===== src/rtl/minirisc_mc_sequencer.sv =====
// miniRISC multi-cycle control sequencer: FETCH-DECODE-EXEC-MEM-WB
// with PC ownership, memory wait/timeout, halt/fault and retire count.
module minirisc_mc_sequencer #(
  parameter int                ADDR_W      = 32,
  parameter logic [ADDR_W-1:0] RESET_PC    = '0,
  parameter int                MEM_TIMEOUT = 15,
  parameter int                CNT_W       = 32
) (
  input  logic              clk,
  input  logic              rst,
  input  logic              run,
  input  logic [2:0]        instr_class,
  input  logic              branch_taken,
  input  logic [ADDR_W-1:0] branch_target,
  input  logic              imem_ready,
  input  logic              dmem_ready,
  output logic [ADDR_W-1:0] pc,
  output logic              imem_req,
  output logic              ir_load,
  output logic              dmem_req,
  output logic              dmem_we,
  output logic              rf_we,
  output logic [2:0]        state,
  output logic              halted,
  output logic              fault,
  output logic [CNT_W-1:0]  retired_count
);

  localparam int TW =
    (MEM_TIMEOUT > 1) ? $clog2(MEM_TIMEOUT + 1) : 1;
  localparam logic [TW-1:0] TMAX = TW'(MEM_TIMEOUT);
  localparam bit TO_EN = (MEM_TIMEOUT != 0);

  localparam logic [2:0] CL_LOAD   = 3'd1;
  localparam logic [2:0] CL_STORE  = 3'd2;
  localparam logic [2:0] CL_BRANCH = 3'd3;
  localparam logic [2:0] CL_CALL   = 3'd4;
  localparam logic [2:0] CL_HALT   = 3'd5;

  typedef enum logic [2:0] {
    S_IDLE   = 3'd0,
    S_FETCH  = 3'd1,
    S_DECODE = 3'd2,
    S_EXEC   = 3'd3,
    S_MEM    = 3'd4,
    S_WB     = 3'd5,
    S_HALT   = 3'd6,
    S_FAULT  = 3'd7
  } state_e;

  state_e            st_q, st_d;
  logic [ADDR_W-1:0] pc_q, pc_d, tgt_q, tgt_d, pc_inc;
  logic [CNT_W-1:0]  cnt_q, cnt_d;
  logic [TW-1:0]     tmr_q, tmr_d;
  logic [2:0]        cls_q, cls_d;
  logic              retire, to_hit, wait_inc;
  logic              imem_req_q, dmem_req_q, dmem_we_q;
  logic              rf_we_q, halted_q, fault_q;

  always_comb begin
    st_d     = st_q;
    pc_d     = pc_q;
    tgt_d    = tgt_q;
    cnt_d    = cnt_q;
    cls_d    = cls_q;
    tmr_d    = tmr_q;
    retire   = 1'b0;
    wait_inc = 1'b0;
    pc_inc   = pc_q + ADDR_W'(1);
    to_hit   = TO_EN && (tmr_q == TMAX);
    unique case (st_q)
      S_IDLE: if (run) st_d = S_FETCH;
      S_FETCH: begin
        if (imem_ready)  st_d = S_DECODE;
        else if (to_hit) st_d = S_FAULT;
        else             wait_inc = 1'b1;
      end
      S_DECODE: begin
        cls_d = instr_class;
        unique case (1'b1)
          (instr_class[2] & instr_class[1]): st_d = S_FAULT;
          (instr_class == CL_HALT):          st_d = S_HALT;
          default:                           st_d = S_EXEC;
        endcase
      end
      S_EXEC: begin
        // CALL target is only valid here; keep it for WB
        tgt_d = branch_target;
        unique case (1'b1)
          (cls_q == CL_LOAD),
          (cls_q == CL_STORE): st_d = S_MEM;
          (cls_q == CL_BRANCH): begin
            pc_d   = branch_taken ? branch_target : pc_inc;
            retire = 1'b1;
          end
          default: st_d = S_WB;
        endcase
      end
      S_MEM: begin
        if (dmem_ready) begin
          if (cls_q == CL_STORE) begin
            pc_d   = pc_inc;
            retire = 1'b1;
          end else begin
            st_d = S_WB;
          end
        end else if (to_hit) begin
          st_d = S_FAULT;
        end else begin
          wait_inc = 1'b1;
        end
      end
      S_WB: begin
        pc_d   = (cls_q == CL_CALL) ? tgt_q : pc_inc;
        retire = 1'b1;
      end
      S_HALT:  st_d = S_HALT;
      S_FAULT: st_d = S_FAULT;
    endcase
    if (retire) begin
      cnt_d = (&cnt_q) ? cnt_q : cnt_q + CNT_W'(1);
      st_d  = run ? S_FETCH : S_IDLE;
    end
    if (st_d != st_q) tmr_d = '0;
    else if (wait_inc) tmr_d = tmr_q + TW'(1);
  end

  always_ff @(posedge clk or posedge rst) begin
    if (rst) begin
      st_q       <= S_IDLE;
      pc_q       <= RESET_PC;
      tgt_q      <= '0;
      cnt_q      <= '0;
      tmr_q      <= '0;
      cls_q      <= '0;
      imem_req_q <= 1'b0;
      dmem_req_q <= 1'b0;
      dmem_we_q  <= 1'b0;
      rf_we_q    <= 1'b0;
      halted_q   <= 1'b0;
      fault_q    <= 1'b0;
    end else begin
      st_q       <= st_d;
      pc_q       <= pc_d;
      tgt_q      <= tgt_d;
      cnt_q      <= cnt_d;
      tmr_q      <= tmr_d;
      cls_q      <= cls_d;
      imem_req_q <= (st_d == S_FETCH);
      dmem_req_q <= (st_d == S_MEM);
      dmem_we_q  <= (st_d == S_MEM) && (cls_d == CL_STORE);
      rf_we_q    <= (st_d == S_WB);
      halted_q   <= (st_d == S_HALT);
      fault_q    <= (st_d == S_FAULT);
    end
  end

  assign pc            = pc_q;
  assign state         = st_q;
  assign retired_count = cnt_q;
  assign imem_req      = imem_req_q;
  assign ir_load       = imem_req_q & imem_ready;
  assign dmem_req      = dmem_req_q;
  assign dmem_we       = dmem_we_q;
  assign rf_we         = rf_we_q;
  assign halted        = halted_q;
  assign fault         = fault_q;

endmodule


===== config.mk =====
export PLATFORM = sky130hd
export DESIGN_NAME = minirisc_mc_sequencer
export DESIGN_NICKNAME = d
export VERILOG_FILES = /design/src/rtl/minirisc_mc_sequencer.sv
export SDC_FILE = /design/constraint.sdc
export NUM_CORES = 1
export LEC_CHECK = 0
export BUFFER_PORTS_ARGS = -buffer_cell sky130_fd_sc_hd__buf_2
export CORE_MARGIN = 10
export CORE_UTILIZATION = 60
export DETAILED_ROUTE_END_ITERATION = 16
export GPL_TIMING_DRIVEN = 1
export PLACE_DENSITY_LB_ADDON = 0.08
export SLEW_MARGIN = 10
export SYNTH_ARGS = -nofsm -noshare
export SYNTH_HDL_FRONTEND = slang
export SYNTH_SLANG_ARGS = --single-unit

===== constraint.sdc =====
create_clock -name clk -period 6.5 [get_ports clk]
set_input_delay 0.325 -clock clk [delete_from_list [all_inputs] [get_ports clk]]
set_output_delay 0.325 -clock clk [all_outputs]
set_load 0.02 [all_outputs]

==> summary.md <==
| Metric | Value |
|---|---|
| Post-route insts no fill | `834` |
| Die ar. | `0.0141 mm²` |
| Antenna violations before repair | `0` |
| Num Clock Sinks | `112` |
| Resized Gates After CTS | `0` |
| Number of global-route vias before repair | `5084` |
| Fraction of layout cells with a size suffix above 1 | `26.1%` |
| Worst hold path type | `in2reg` |
| Critical path launch point type | `flip-flop` |
| Worst setup EP type | `flip-flop` |
| Synth Instances | `594` |
| Fin Clk Skew | `0.0119 ns` |
| CP max stage delay | `0.70 ns` |
| Syn. warnings | `0` |
| Hold Vio Cnt, Final | `0` |
| FILL cells | `763` |
| Total Routing Usage GR | `21.7%` |
| Final setup violating endpoints | `0` |
| Ys flop type | `dfrtp_1` |
| Worst path cell trace | `and3b_1 -> nand2_1 -> nand2_1 -> nand2_1 -> a21o_1 -> a22o_1` |
| Clk buf depth | `2` |
| Initial drt markers | `559` |
| Post-synthesis sequential area ratio | `47.8%` |
| Max-slew violations | `0` |
| Total Wirelength | `15500 µm` |
| Antenna Nets Post-Route | `0` |
| Status | `finished, final reports clean` |
| WL/cell | `18.6 µm` |
| Post-synth EDFFs | `0` |
| Async set-or-reset flop fraction in the synthesized netlist | `100%` |
| Fin crit period | `2.97 ns` |
| Initial Util | `60.8%` |
| Count of cell types in the netlist | `57` |
| Area of the core | `0.00964 mm²` |
| VDD IR max | `0.000214 V` |
| Worst slew pin tran | `1.04 ns` |
| Via count | `5255` |
| Diode count | `0` |
| First-pass GRT wire length | `25700 µm` |
| Setup Crit Path Kind | `reg2reg` |
| Area grow syn2layout | `15.1%` |
| Die height | `119 µm` |
| TritonCTS Buffers | `9` |
| Netlist Area Pre-Place | `0.00586 mm²` |
| Mean post-synth cell area | `9.86 µm²` |
| WP data required | `6.77 ns` |
| Max-Slew Margin vs Limit | `30.0%` |
| Cell Pwr Density | `425 mW/mm²` |
| Count of nets after finishing | `740` |
| Part of the cycle the worst path needs | `45.7%` |
| Die width | `119 µm` |
| Maximum number of pins on one net before global-route repair | `81` |
| MaxCap Viol Count | `0` |
| Fin Setup TNS | `0 ns` |
| Drt first pass iters | `6` |
| DP Wirelength | `10900 µm` |
| Clock latency on the worst-skew pair | `0.38 ns` |
| CP dominant cell by count | `nand2_1` |
| TritonCTS clock tree | `done` |
| Root buffer cell | `clkbuf_8` |
| Top cell family by delay on the critical path | `simple AND/OR/NAND/NOR gates` |
| DR vias/cell | `6.30` |
| CTS HTree Levels | `3` |
| Grt total ovfl | `0` |
| F_max | `337 MHz` |
| WP data arrival | `3.24 ns` |
| Port-buffer cells | `114` |
| Worst Path Max Fanout | `22` |
| #FFs+latches synth | `112` |
| WP buf/inv | `0` |
| Clk slew on worst S/H paths | `0.11 ns` |
| # DRC | `0` |
| Static Leak | `3.01 nW` |
| Post-Syn Nets | `638` |
| Crit-path slowest cell | `nand2_1` |
| Num rows | `36` |
| RSZ-0062 raised after global routing | `no` |
| Routability cong. | `0.912` |
| Boundary pin count | `115` |
| DP Cell Count | `817` |
| R2R Setup Slk | `3.53 ns` |
-- cell families (layout without fill, tap and decap cells) --
family,count (synthesis),after routing,share of synthesized area [%]
xor+xnor,34,34,5.08
mux,36,36,6.90
buf+inv,45,152,2.97
simple gates,219,219,19.6
compound gates,145,145,17.0
fa+ha+maj,3,3,0.641
flops,112,112,47.8
-- cells in the mapped netlist (2+ instances only) --
master | n | area [µm²]
nand3b_1 | 2 | 15.0
a22o_1 | 4 | 35.0
a31oi_1 | 6 | 37.5
a21o_1 | 4 | 30.0
nor2_1 | 35 | 131
nand4_1 | 14 | 87.6
nor3_1 | 32 | 160
o2bb2ai_1 | 2 | 17.5
nand2b_1 | 3 | 18.8
o31a_1 | 3 | 26.3
o22ai_1 | 8 | 50.1
xor2_1 | 9 | 78.8
and4_1 | 8 | 70.1
nand3_1 | 28 | 140
nor3b_1 | 4 | 30.0
a221oi_1 | 18 | 158
mux2_2 | 35 | 394
ha_1 | 3 | 37.5
o21bai_1 | 2 | 15.0
a222oi_1 | 7 | 70.1
and2_1 | 3 | 18.8
or4_1 | 2 | 15.0
nand4b_1 | 2 | 17.5
o311a_1 | 2 | 20.0
dfrtp_1 | 112 | 2800
or2_2 | 3 | 18.8
buf_2 | 4 | 20.0
a21oi_1 | 20 | 100
xnor2_1 | 25 | 219
o21ai_0 | 48 | 240
clkbuf_1 | 26 | 97.6
and3_1 | 13 | 81.3
inv_1 | 15 | 56.3
nand2_1 | 54 | 203
a22oi_1 | 10 | 75.1
nor4_1 | 7 | 43.8
-- final timing paths --
check,startpoint,endpoint,cells past startpoint
setup / recovery,state[0]$_DFF_PP0_,pc[28]$_DFFE_PP0P_,6
hold / removal,branch_target[24],tgt_q[24]$_DFFE_PP0P_,2
setup reg to reg,state[0]$_DFF_PP0_,pc[28]$_DFFE_PP0P_,6
hold reg to reg,retired_count[12]$_DFFE_PP0P_,retired_count[12]$_DFFE_PP0P_,1
max in group asynchronous,rst,tgt_q[18]$_DFFE_PP0P_,4
min in group asynchronous,rst,retired_count[24]$_DFFE_PP0P_,3
-- routing by layer --
layer,routed length (µm),track usage [%],part of all wire (%)
met1,6610,28.3,43
met2,7480,35.0,48
met3,1230,5.29,7.9
met4,204,6.34,1.3
met5,0,0,0
-- repair_timing --
action	4_1_cts	5_1_grt
hold buffers	1	0
hold endpoints to repair	32	0
setup buffers	0	0
-- placed cells by master, fill, tap and decap left out, types with 3 or more instances in the layout --
cell / Yosys / routed
buf_2: 4 / 114
dfrtp_1: 112 / 112
nand2_1: 54 / 54
o21ai_0: 48 / 48
mux2_2: 35 / 35
nor2_1: 35 / 34
nor3_1: 32 / 32
nand3_1: 28 / 28
xnor2_1: 25 / 25
a21oi_1: 20 / 20
a221oi_1: 18 / 18
inv_1: 15 / 14
nand4_1: 14 / 14
and3_1: 13 / 13
a22oi_1: 10 / 10
clkbuf_8: 0 / 10
xor2_1: 9 / 9
and4_1: 8 / 8
o22ai_1: 8 / 8
nor4_1: 7 / 7
a222oi_1: 7 / 7
a31oi_1: 6 / 6
buf_4: 0 / 6
nor3b_1: 4 / 4
a21o_1: 4 / 4
a22o_1: 4 / 4
or2_2: 3 / 3
and2_1: 3 / 3
o31a_1: 3 / 3
nand2b_1: 3 / 3
ha_1: 3 / 3
-- registers in the layout, summed over array words and instances (netlist names) --
| signal | count |
|---|---|
| tgt_q | 32 |
| cls_q | 3 |
| state | 3 |
| halted | 1 |
| rf_we | 1 |
| fault | 1 |
| pc | 32 |
| imem_req | 1 |
| tmr_q | 4 |
| dmem_req | 1 |
| retired_count | 32 |
| dmem_we | 1 |
-- where the power goes --
group          total [mW]  switching (mW)  internal [mW]
registers            1.22           0.280          0.942
clock network       0.435           0.244          0.191
logic                1.21           0.739          0.471
-- metrics by stage --
stage	total power, mW	instance area [µm²]	setup slack (ns)	hold WS [ns]	util, %
2_1_floorplan	2.04	5860	3.22	0.476	-
3_3_place_gp	2.38	6530	3.65	0.346	67.7
3_5_place_dp	2.43	6530	3.57	0.353	67.7
4_1_cts	2.87	6740	3.56	0.180	70.0
5_1_grt	3.06	6740	3.22	0.176	70.0
6_report	2.87	6740	3.53	0.190	70.0
-- area by class of cell --
class,instances,area (µm²),share of cell area [%]
Multi-Input combinational cell,437,2880,42.8
Clock buffer,10,138,2.04
Clock inverter,6,67.6,1.00
Inverter,15,58.8,0.872
Tap cell,133,166,2.47
Timing Repair Buffer,121,626,9.28
Sequential cell,112,2800,41.6
Power figures use the tool's default switching activity.
